===== src/rtl/uart_alu_ctrl_if.sv =====
// Bus between the UART-to-ALU frame controller and its environment.
// The slave side is the controller. The master side is the UART, ALU and TX logic.
interface uart_alu_ctrl_if #(
    parameter int NB_DATA = 8,
    parameter int NB_OP   = 6
);
    logic [NB_DATA-1:0] i_rx_data;
    logic               i_rx_done;
    logic [NB_DATA-1:0] i_alu_result;
    logic               i_tx_done;
    logic [NB_DATA-1:0] o_alu_a;
    logic [NB_DATA-1:0] o_alu_b;
    logic [NB_OP-1:0]   o_alu_op;
    logic               o_tx_start;
    logic [NB_DATA-1:0] o_tx_data;
    logic               o_busy;
    logic               o_error;
    logic               o_drop;

    modport slave (
        input  i_rx_data, i_rx_done, i_alu_result, i_tx_done,
        output o_alu_a, o_alu_b, o_alu_op, o_tx_start, o_tx_data,
               o_busy, o_error, o_drop
    );

    modport master (
        output i_rx_data, i_rx_done, i_alu_result, i_tx_done,
        input  o_alu_a, o_alu_b, o_alu_op, o_tx_start, o_tx_data,
               o_busy, o_error, o_drop
    );
endinterface


===== src/rtl/uart_alu_ctrl.sv =====
// Collects an A/B/OP byte frame from the UART receiver and drives the ALU operands.
// It then hands the ALU result to the transmitter and waits for the transmitter to finish.
// Errors are raised for an inter-byte timeout and for an unknown opcode.
module uart_alu_ctrl #(
    parameter int NB_DATA        = 8,
    parameter int NB_OP          = 6,
    parameter int TIMEOUT_CYCLES = 1_000_000,
    parameter int NB_TIMEOUT     = 20
) (
    input  logic           i_clock,
    input  logic           i_reset,
    uart_alu_ctrl_if.slave bus
);
    localparam logic [2:0] ST_IDLE    = 3'd0;
    localparam logic [2:0] ST_GET_B   = 3'd1;
    localparam logic [2:0] ST_GET_OP  = 3'd2;
    localparam logic [2:0] ST_SEND    = 3'd3;
    localparam logic [2:0] ST_WAIT_TX = 3'd4;

    localparam logic [NB_TIMEOUT-1:0] CNT_LAST = NB_TIMEOUT'(TIMEOUT_CYCLES - 1);

    logic [2:0]            r_state;
    logic [NB_TIMEOUT-1:0] r_cnt;
    logic [NB_DATA-1:0]    r_alu_a;
    logic [NB_DATA-1:0]    r_alu_b;
    logic [NB_OP-1:0]      r_alu_op;
    logic [NB_DATA-1:0]    r_tx_data;
    logic                  r_error;
    logic                  r_drop;

    logic [NB_OP-1:0]      w_op;
    logic                  w_op_valid;
    logic                  w_timeout;
    logic                  w_cnt_sat;

    assign w_op      = bus.i_rx_data[NB_OP-1:0];
    assign w_timeout = (r_cnt == CNT_LAST);
    assign w_cnt_sat = &r_cnt;

    // Accept only the eight opcodes the ALU implements. Bits above NB_OP are don't-care.
    always_comb begin
        w_op_valid = 1'b0;
        case (w_op)
            NB_OP'(6'b100000), NB_OP'(6'b100010), NB_OP'(6'b100100), NB_OP'(6'b100101),
            NB_OP'(6'b100110), NB_OP'(6'b100111), NB_OP'(6'b000011), NB_OP'(6'b000010):
                w_op_valid = 1'b1;
            default: w_op_valid = 1'b0;
        endcase
    end

    // Frame FSM. The rx strobe is tested before the timeout so that a byte arriving on the last cycle is kept.
    always_ff @(posedge i_clock) begin
        if (i_reset) begin
            r_state   <= ST_IDLE;
            r_cnt     <= '0;
            r_alu_a   <= '0;
            r_alu_b   <= '0;
            r_alu_op  <= '0;
            r_tx_data <= '0;
            r_error   <= 1'b0;
            r_drop    <= 1'b0;
        end else begin
            r_error <= 1'b0;
            r_drop  <= 1'b0;
            case (r_state)
                ST_IDLE: begin
                    r_cnt <= '0;
                    if (bus.i_rx_done) begin
                        r_alu_a <= bus.i_rx_data;
                        r_state <= ST_GET_B;
                    end
                end
                ST_GET_B: begin
                    if (bus.i_rx_done) begin
                        r_alu_b <= bus.i_rx_data;
                        r_cnt   <= '0;
                        r_state <= ST_GET_OP;
                    end else if (w_timeout) begin
                        r_error <= 1'b1;
                        r_cnt   <= '0;
                        r_state <= ST_IDLE;
                    end else if (!w_cnt_sat) begin
                        r_cnt <= r_cnt + 1'b1;
                    end
                end
                ST_GET_OP: begin
                    if (bus.i_rx_done) begin
                        r_cnt <= '0;
                        if (w_op_valid) begin
                            r_alu_op <= w_op;
                            r_state  <= ST_SEND;
                        end else begin
                            r_error <= 1'b1;
                            r_state <= ST_IDLE;
                        end
                    end else if (w_timeout) begin
                        r_error <= 1'b1;
                        r_cnt   <= '0;
                        r_state <= ST_IDLE;
                    end else if (!w_cnt_sat) begin
                        r_cnt <= r_cnt + 1'b1;
                    end
                end
                ST_SEND: begin
                    r_cnt     <= '0;
                    r_tx_data <= bus.i_alu_result;
                    r_drop    <= bus.i_rx_done;
                    r_state   <= ST_WAIT_TX;
                end
                ST_WAIT_TX: begin
                    r_cnt  <= '0;
                    r_drop <= bus.i_rx_done;
                    if (bus.i_tx_done) r_state <= ST_IDLE;
                end
                default: begin
                    r_cnt   <= '0;
                    r_state <= ST_IDLE;
                end
            endcase
        end
    end

    // In SEND the operands were latched on the previous edge, so the ALU output is already valid.
    // Passing it through lets o_tx_start and o_tx_data appear in the same cycle, one cycle after the OP byte.
    // The registered copy holds the value after that cycle.
    assign bus.o_tx_start = (r_state == ST_SEND);
    assign bus.o_tx_data  = (r_state == ST_SEND) ? bus.i_alu_result : r_tx_data;
    assign bus.o_busy     = (r_state == ST_SEND) || (r_state == ST_WAIT_TX);
    assign bus.o_alu_a    = r_alu_a;
    assign bus.o_alu_b    = r_alu_b;
    assign bus.o_alu_op   = r_alu_op;
    assign bus.o_error    = r_error;
    assign bus.o_drop     = r_drop;
endmodule


===== src/flat_wrapper.sv =====
// flat-port wrapper written by rule: the top's interface ports become plain ports
module uart_alu_ctrl_flat 
#(
    parameter int NB_DATA        = 8,
    parameter int NB_OP          = 6,
    parameter int TIMEOUT_CYCLES = 1_000_000,
    parameter int NB_TIMEOUT     = 20
)
  (i_clock, i_reset, bus_i_rx_data, bus_i_rx_done, bus_i_alu_result, bus_i_tx_done, bus_o_alu_a, bus_o_alu_b, bus_o_alu_op, bus_o_tx_start, bus_o_tx_data, bus_o_busy, bus_o_error, bus_o_drop);
  uart_alu_ctrl_if #(.NB_DATA(NB_DATA), .NB_OP(NB_OP)) bus_i ();
  input  logic i_clock;
  input  logic i_reset;
  input wire logic [$bits(bus_i.i_rx_data)-1:0] bus_i_rx_data;
  input wire logic [$bits(bus_i.i_rx_done)-1:0] bus_i_rx_done;
  input wire logic [$bits(bus_i.i_alu_result)-1:0] bus_i_alu_result;
  input wire logic [$bits(bus_i.i_tx_done)-1:0] bus_i_tx_done;
  output wire logic [$bits(bus_i.o_alu_a)-1:0] bus_o_alu_a;
  output wire logic [$bits(bus_i.o_alu_b)-1:0] bus_o_alu_b;
  output wire logic [$bits(bus_i.o_alu_op)-1:0] bus_o_alu_op;
  output wire logic [$bits(bus_i.o_tx_start)-1:0] bus_o_tx_start;
  output wire logic [$bits(bus_i.o_tx_data)-1:0] bus_o_tx_data;
  output wire logic [$bits(bus_i.o_busy)-1:0] bus_o_busy;
  output wire logic [$bits(bus_i.o_error)-1:0] bus_o_error;
  output wire logic [$bits(bus_i.o_drop)-1:0] bus_o_drop;
  assign bus_i.i_rx_data = bus_i_rx_data;
  assign bus_i.i_rx_done = bus_i_rx_done;
  assign bus_i.i_alu_result = bus_i_alu_result;
  assign bus_i.i_tx_done = bus_i_tx_done;
  assign bus_o_alu_a = bus_i.o_alu_a;
  assign bus_o_alu_b = bus_i.o_alu_b;
  assign bus_o_alu_op = bus_i.o_alu_op;
  assign bus_o_tx_start = bus_i.o_tx_start;
  assign bus_o_tx_data = bus_i.o_tx_data;
  assign bus_o_busy = bus_i.o_busy;
  assign bus_o_error = bus_i.o_error;
  assign bus_o_drop = bus_i.o_drop;
  uart_alu_ctrl #(.NB_DATA(NB_DATA), .NB_OP(NB_OP), .TIMEOUT_CYCLES(TIMEOUT_CYCLES), .NB_TIMEOUT(NB_TIMEOUT)) u_core (.i_clock(i_clock), .i_reset(i_reset), .bus(bus_i));
endmodule

===== config.mk =====
export PLATFORM = sky130hd
export DESIGN_NAME = uart_alu_ctrl_flat
export DESIGN_NICKNAME = d
export VERILOG_FILES = /design/src/rtl/uart_alu_ctrl_if.sv /design/src/rtl/uart_alu_ctrl.sv /design/src/flat_wrapper.sv
export SDC_FILE = /design/constraint.sdc
export NUM_CORES = 1
export LEC_CHECK = 0
export ABC_AREA = 1
export CORE_MARGIN = 5
export CORE_UTILIZATION = 41
export CTS_CLUSTER_SIZE = 30
export DETAILED_ROUTE_END_ITERATION = 7
export MAX_ROUTING_LAYER = met4
export PLACE_DENSITY = 0.75
export SKIP_LAST_GASP = 1
export SYNTH_ARGS = -nofsm -noshare
export SYNTH_HDL_FRONTEND = slang
export SYNTH_SLANG_ARGS = --single-unit

===== constraint.sdc =====
create_clock -name i_clock -period 4.1 [get_ports i_clock]
set_clock_uncertainty 0.1 [all_clocks]
set_input_delay 0.82 -clock i_clock [delete_from_list [all_inputs] [get_ports i_clock]]
set_output_delay 0.82 -clock i_clock [all_outputs]
set_load 0.01 [all_outputs]

# After elaboration in Yosys (flattened, before gate mapping)
# Cells that the tools add are included.
# word_totals
word_cells	52
output_inout_bits	34
ff_bits	55
# op_classes
n_addsub	1
n_bitwise	2
n_eq_ne	15
reduce_logical	12
muxes	14
# ops
cell	count
$eq A6 B6 Y1 const B	6
$add A20 B1 Y20 const B	1
$eq A20 B20 Y1 const B	1
$reduce_and A20 Y1	1
$mux W3	5
$pmux W3 S5	1
$eq A6 B2 Y1 const B	2
$mux W8	1
$reduce_or A8 Y1	1
$eq A3 B2 Y1 const B	2
$reduce_and A2 Y1	3
$reduce_or A2 Y1	3
$mux W1	5
$ne A2 B2 Y1 const B	2
$reduce_or A4 Y1	1
$eq A3 B1 Y1 const B	1
$eq A3 B3 Y1 const B	1
$logic_not A3 Y1	1
$reduce_and A3 Y1	1
$mux W2	1
$not A1 Y1	2
$pmux W1 S2	1
$logic_or A1 B1 Y1	1

# Longest topological paths before layout
# Gate-level depths: netlist (run 1).
# logic_depth
depth_word	6
ltp_mapped	10

# Worst setup path before layout (run 1)
# Ideal clock, no wire load.
# synth_path
path_type	input to output
from	input port bus_i_alu_result[0]
to	output port bus_o_tx_data[0]
path_buffers	0
stages	2
arrival_time_ps	1104
setup_slack_ps	2076
cell_sequence	o21ai_0 -> inv_1
# synth_between
elab_chain_len	1
# synth_rtl
item	line	source
start, declared	flat_wrapper.sv:15	input wire logic [$bits(bus_i.i_alu_result)-1:0] bus_i_alu_result;
$mux W8	uart_alu_ctrl.sv:127	assign bus.o_tx_data = (r_state == ST_SEND) ? bus.i_alu_result : r_tx_data;
end, declared	flat_wrapper.sv:21	output wire logic [$bits(bus_i.o_tx_data)-1:0] bus_o_tx_data;
# Every way passes these cells.

# Worst setup path in the final report (run 1)
# layout_path
from	register u_core.r_state[1]
to	output port bus_o_tx_data[2]
# layout_between
elab_chain_len	2
# layout_rtl
item	line	source
start, declared	uart_alu_ctrl.sv:22	logic [2:0] r_state;
start signal, assigned	uart_alu_ctrl.sv:54	r_state <= ST_IDLE;
start signal, assigned	uart_alu_ctrl.sv:70	r_state <= ST_GET_B;
start signal, assigned	uart_alu_ctrl.sv:77	r_state <= ST_GET_OP;
$eq A3 B2 Y1	uart_alu_ctrl.sv:127	
$mux W8	uart_alu_ctrl.sv:127	
# Every way passes these cells.

==> results.md, run 1 <==
* Status: complete, no violations
* Via count at 2419
* CP max FO at 10
* Hold path cells at 2
* Critical Path AT at 2.05 ns
* First DRT Iteration DRCs at 138
* Postcts setup bufs at 0
* Synth top area cells: dfxtp_1 42%, nand2_1 9.3%, nor2_1 8.6%, inv_1 6.4%, o21ai_0 5.9%
* Sequential-to-total area share from yosys stat at 41.9%
* Gr usage total at 15.6%
* Post-cts resize count at 0
* Mapped Cells at 363
* WL per Instance at 12.0 um
* Footprint of the multi-input gates at 1290 um^2
* Synth Register Bits at 55
* CP startpoint kind: flop
* Lkg Pwr at 1.33 nW
* IO Pins at 54
* Yosys warns at 0
* Mean Syn Cell Area at 7.23 um^2
* Async S/R FF share, synth at 0%
* Most area-hungry cell type in the Yosys netlist: dfxtp_1
* Post-synth EDFFs at 0
* Root Buffer: clkbuf_8
* FILL cells at 593
* Grt total ovfl at 0
* Syn-to-layout area delta at 26.8%
* Clk slew on worst S/H paths at 0.10 ns
* Rel. slew slack at 58.4%
* CP most frequent cell: inv_1
* Num Clock Sinks at 55
* R2r worst-path depth at 7
* Slew Viols, Final at 0
* RR Startpoint: u_core.r_cnt[0]$_SDFFE_PP0N_
* Register area at 1100 um^2
* Setup repair after global routing missed its margin: false
* Hold buffers post-CTS at 0
* Post-DP HPWL at 4.39 mm
* Drt pass-1 iters at 4
* Clock Path Buffers at 2
* Largest stage delay, worst path at 0.48 ns
* Die W at 90.0 um
* Die area at 8110 um^2
* Row cnt at 29
* Initial antenna violation count at 0
* Worst vdd ir at 0.196 mV
* First-pass GRT wire length at 10.7 mm
* Final Hold Viols at 0
* Min-delay src: u_core.bus.o_alu_a[1]$_SDFFE_PP0P_
* Top-area cell type share of the netlist area at 41.9%
* Tmin final at 2.97 ns
* WHS Endpoint: u_core.bus.o_alu_a[1]$_SDFFE_PP0P_
* Fin Setup TNS at 0 ns
* Num CTS Buffers at 5
* Reg2reg end: u_core.r_cnt[0]$_SDFFE_PP0N_
* R2R setup slack at 2.22 ns
* Largest delay share family, worst path: buffers and inverters
* Detailed Route WL at 5.91 mm
* Max stage delay cell, worst path: clkdlybuf4s50_1
* Initial Util at 41.8%
* Fin cells at 494
* CTS tree: yes
* Slew @ Worst Pin at 0.621 ns
* Post-route ant nets at 0
* PortBufs at 53
* CTS H-tree lvls at 2
* Remaining DRCs at 0
* NumNets Final at 437
* Drt via density at 4.90
* Buffers plus inverters on the worst setup path at 3
* Ratio of cells with drive above 1 in the final layout at 11.5%
* Largest net degree at the start of global routing at 26
* CP endpoint kind: primary output
* Ant diodes at 0
* Final Wtd Congestion at 0.890
* Count of cell types in the netlist at 33
* Fmax at 337 MHz
* Post-synthesis cell area at 2630 um^2
* Hold Path Class: reg -> reg
* Setup violators final at 0
* Clk_lat worst skew at 0.31 ns
* Main flop type after synthesis: dfxtp_1
* PwrDens at 328 nW/um^2
* Cells after DPL at 486
* Setup Crit Path Kind: reg -> out
* Tcrit/Tclk final at 72.4%
* Die Y-Extent at 90.0 um
* Mapped Nets at 384
* Core Box Area at 6280 um^2
* Vias in the first global route at 2392
* # Max-Cap Violations at 0
* CP cell instances: nand2_1 -> nor2_4 -> inv_1 -> o21ai_0 -> inv_1 -> clkdlybuf4s50_1
* Required time worst endpoint at 3.18 ns
## per-layer routing
layer	vias up	share of wire, %	track usage [%]
met1	1104	44	19.3
met2	53	49	25.7
met5	-	0	-
met3	6	5.7	3.67
li1	1256	-	-
met4	0	1.1	3.97
## through the flow
stage	hold slack, ns	cell area (um^2)	setup slack [ns]	utilization (%)	total power [mW]
2_1_floorplan	0.365	2630	2.08	-	0.651
3_3_place_gp	0.332	3210	1.18	51.1	0.722
3_5_place_dp	0.339	3210	1.16	51.1	0.725
4_1_cts	0.353	3330	1.12	53.1	1.11
5_1_grt	0.374	3330	0.933	53.1	1.15
6_report	0.349	3330	1.13	53.1	1.09
## worst reg2reg max path, stage by stage (launching register included)
cell      delay [ns]
dfxtp_1         0.42
ha_1            0.34
nand3_4         0.15
nor2_4          0.19
nand3_4         0.24
clkinv_2        0.20
nand2_1         0.08
a21oi_2         0.11
## synth_stat cells (4+ instances only)
cell type	instances
o21ai_0	31
nor2_2	6
or2_2	10
nor2_1	60
nand4_1	5
nand2_1	65
a21oi_1	16
dfxtp_1	55
nand3_1	23
a31oi_1	4
xor2_1	4
inv_1	45
inv_2	5
## report_power, final
group | internal (mW) | switching, mW
Sequential | 0.554 | 0.0111
Clock | 0.201 | 0.178
Combinational | 0.0724 | 0.0746
## flip-flops by register name, indices dropped and copies added (netlist names)
| register | count |
|---|---|
| u_core.bus.o_alu_op | 6 |
| u_core.r_cnt | 20 |
| u_core.r_tx_data | 8 |
| u_core.r_state | 3 |
| u_core.bus.o_alu_a | 8 |
| u_core.bus.o_alu_b | 8 |
| u_core.bus.o_drop | 1 |
| u_core.bus.o_error | 1 |
## logic make-up (layout without fill, tap and decap cells)
kind of cell / count (synthesis) / in the layout / synth area share (%)
flops: 55 / 55 / 41.9
simple gates: 184 / 184 / 33.5
xor+xnor: 7 / 7 / 2.33
compound gates: 58 / 58 / 12.8
buf+inv: 58 / 112 / 9.00
fa+ha+maj: 1 / 1 / 0.476
## how the worst max path moves through the flow
| stage | start | end | slack [ns] | depth (start not counted) |
|---|---|---|---|---|
| 2_1_floorplan | bus_i_alu_result[0] | bus_o_tx_data[0] | 2.08 | 2 |
| 3_3_place_gp | i_reset | u_core.r_cnt[14]$_SDFFE_PP0N_ | 1.18 | 8 |
| 5_1_grt | u_core.r_state[1]$_SDFFE_PP0P_ | bus_o_tx_data[3] | 0.93 | 6 |
| 3_5_place_dp | i_reset | u_core.r_cnt[14]$_SDFFE_PP0N_ | 1.16 | 8 |
| 6_report | u_core.r_state[1]$_SDFFE_PP0P_ | bus_o_tx_data[2] | 1.13 | 6 |
| 4_1_cts | u_core.r_state[1]$_SDFFE_PP0P_ | bus_o_tx_data[4] | 1.12 | 6 |
## layout by cell type (no fill, tap or decap), drive strengths merged
| cell type | Yosys | layout |
|---|---|---|
| nand3 | 27 | 27 |
| xor2 | 4 | 4 |
| clkbuf | 3 | 6 |
| a22oi | 1 | 1 |
| nand4 | 5 | 5 |
| ha | 1 | 1 |
| or2 | 11 | 11 |
| o21ai | 31 | 31 |
| a21oi | 19 | 19 |
| dfxtp | 55 | 55 |
| a31oi | 6 | 6 |
| nor2 | 69 | 69 |
| a211oi | 1 | 1 |
| xnor2 | 3 | 3 |
| clkinv | 1 | 1 |
| clkdlybuf4s50 | 0 | 53 |
| nand2 | 67 | 67 |
| nor3 | 5 | 5 |
| inv | 50 | 51 |
| bufinv | 0 | 1 |
## final cells by class
| type | count | area share, % |
|---|---|---|
| clock buffers | 6 | 2.48 |
| clock inverters | 2 | 1.16 |
| inverters | 51 | 5.79 |
| multi-input cells | 250 | 38.7 |
| flip-flops and latches | 55 | 33.1 |
| well taps | 77 | 2.89 |
| repair buffers | 53 | 15.9 |
(Power assumes the default switching activity.)
==> inputs of run 2 (changes only) <==
clock period = 3.05 ns   (was 4.1 ns; I/O delays follow)
==> results.md, run 2 (synthesized netlist as in run 1, its figures left out) <==
* Status: complete, no violations
* Crit path from: u_core.r_state[1]$_SDFFE_PP0P_
* Largest net degree at the start of global routing at 25
* Vias in the first global route at 2400
* Design area at 3310 um^2
* Initial antenna violation count at 0
* NetSw at 354 uW
* Num CTS Buffers at 5
* Die area at 8110 um^2
* R2R setup slack at 1.17 ns
* CP startpoint kind: flop
* Comb pwr share at 14.6%
* Final Hold Viols at 0
* Slew Viols, Final at 0
* Post-route ant nets at 0
* Hold buffers post-CTS at 0
* CTS tree: yes
* Grt total ovfl at 0
* Gr usage total at 15.5%
* CP endpoint kind: primary output
* CTS H-tree lvls at 2
* Detailed Route WL at 5.81 mm
* Final setup margin at 0.277 ns
* Clock Path Buffers at 2
* PwrDens at 412 nW/um^2
* Root Buffer: clkbuf_8
* Initial Util at 41.8%
* Remaining DRCs at 0
* Reg2reg end: u_core.r_cnt[14]$_SDFFE_PP0N_
* Tcrit/Tclk final at 90.9%
* Required time worst endpoint at 2.34 ns
* # Max-Cap Violations at 0
* Drt via density at 4.88
* Drt pass-1 iters at 4
* Hold Path Class: reg -> reg
* Setup Crit Path Kind: reg -> out
* Post-DP HPWL at 4.32 mm
* Clk pwr share at 29.7%
* Syn-to-layout area delta at 26.2%
* Row cnt at 29
* Clk_lat worst skew at 0.31 ns
* R2r worst-path depth at 8
* Die Y-Extent at 90.0 um
* Fin Setup TNS at 0 ns
* Clk slew on worst S/H paths at 0.10 ns
* Postcts setup bufs at 0
* First DRT Iteration DRCs at 90
* Slew @ Worst Pin at 0.539 ns
* Num Clock Sinks at 55
* Ratio of cells with drive above 1 in the final layout at 11.7%
* Most frequent cells in the layout: 65 x nand2_1, 60 x nor2_1, 55 x dfxtp_1
* RR Startpoint: u_core.r_cnt[0]$_SDFFE_PP0N_
* DP Area at 3220 um^2
* Flop pwr share at 55.7%
* Core Box Area at 6280 um^2
* Hold path cells at 2
* Lkg Pwr at 1.32 nW
* IO Pins at 54
* Sw frac at 26.0%
* Worst vdd ir at 0.293 mV
* Die W at 90.0 um
* Hold slack at 0.345 ns
* Pre-CTS setup slack at 0.551 ns
* WL per Instance at 11.7 um
* PortBufs at 53
* Internal power at 1.01 mW
* WHS Endpoint: u_core.bus.o_alu_a[3]$_SDFFE_PP0P_
* Final Wtd Congestion at 0.894
* Setup repair after global routing missed its margin: false
* Setup violators final at 0
* Tmin final at 2.77 ns
* Rel. slew slack at 64.0%
* Largest Register: u_core.r_cnt
* Ant diodes at 0
* Max reg flops at 20
* CP max FO at 10
* Most common cell after layout, fill and taps aside: nand2_1
* Min-delay src: u_core.bus.o_alu_a[3]$_SDFFE_PP0P_
* NumNets Final at 439
* Fmax at 361 MHz
* Via count at 2419
* Critical Path AT at 2.06 ns
* Post-cts resize count at 0
* First-pass GRT wire length at 10.5 mm
* Power Total at 1.36 mW
==> run 2: cell types whose count changed in the layout (fill, tap and decap cells not counted), sizes merged <==
cell      previous run  this run
buf                  0         2
clkinvlp             0         1
bufinv               1         0
==> run 2: worst max-delay path by stage <==
| stage | to | slack (ns) |
|---|---|---|
| after floorplan | bus_o_tx_data[0] | 1.25 |
| after global routing | bus_o_tx_data[5] | 0.12 |
| after detailed placement | bus_o_tx_data[1] | 0.55 |
| after global placement | bus_o_tx_data[6] | 0.59 |
| after CTS | bus_o_tx_data[1] | 0.27 |
| final | bus_o_tx_data[5] | 0.28 |
==> run 2: per-stage QoR <==
stage | cells | utilization [%]
4_1_cts | 496 | 52.8
3_5_place_dp | 488 | 51.4
6_report | 496 | 52.8
3_3_place_gp | 488 | 51.4
5_1_grt | 496 | 52.8
2_1_floorplan | 363 | -
==> run 2: worst max-delay path, cell delays in order (launching register included) <==
cell             delay [ns]
dfxtp_1                0.45
nand2_1                0.12
nor2_4                 0.19
inv_1                  0.17
o21ai_0                0.26
inv_1                  0.08
clkdlybuf4s50_1        0.48
==> run 2: cell type report <==
type,count,area [um^2]
Inverter,51,193
Multi-Input combinational cell,250,1290
Tap cell,77,96.3
Sequential cell,55,1100
Timing Repair Buffer,55,546
Clock inverter,2,16.3
Fill cell,620,2960
Clock buffer,6,72.6
==> run 2: power by group through the flow <==
stage | Sequential (mW) | Combinational, mW | Clock [mW]
2_1_floorplan | 0.784 | 0.0914 | 0
3_3_place_gp | 0.775 | 0.197 | 0
3_5_place_dp | 0.776 | 0.200 | 0
4_1_cts | 0.760 | 0.201 | 0.423
5_1_grt | 0.764 | 0.220 | 0.459
6_report | 0.760 | 0.199 | 0.405
==> run 2: layer usage <==
metal,vias to the layer above,share of wire (%),GRT usage [%]
met4,0,1.4,4.59
met1,1102,46,18.6
met3,7,5.2,3.84
li1,1260,-,-
met2,50,47,25.5
met5,-,0,-
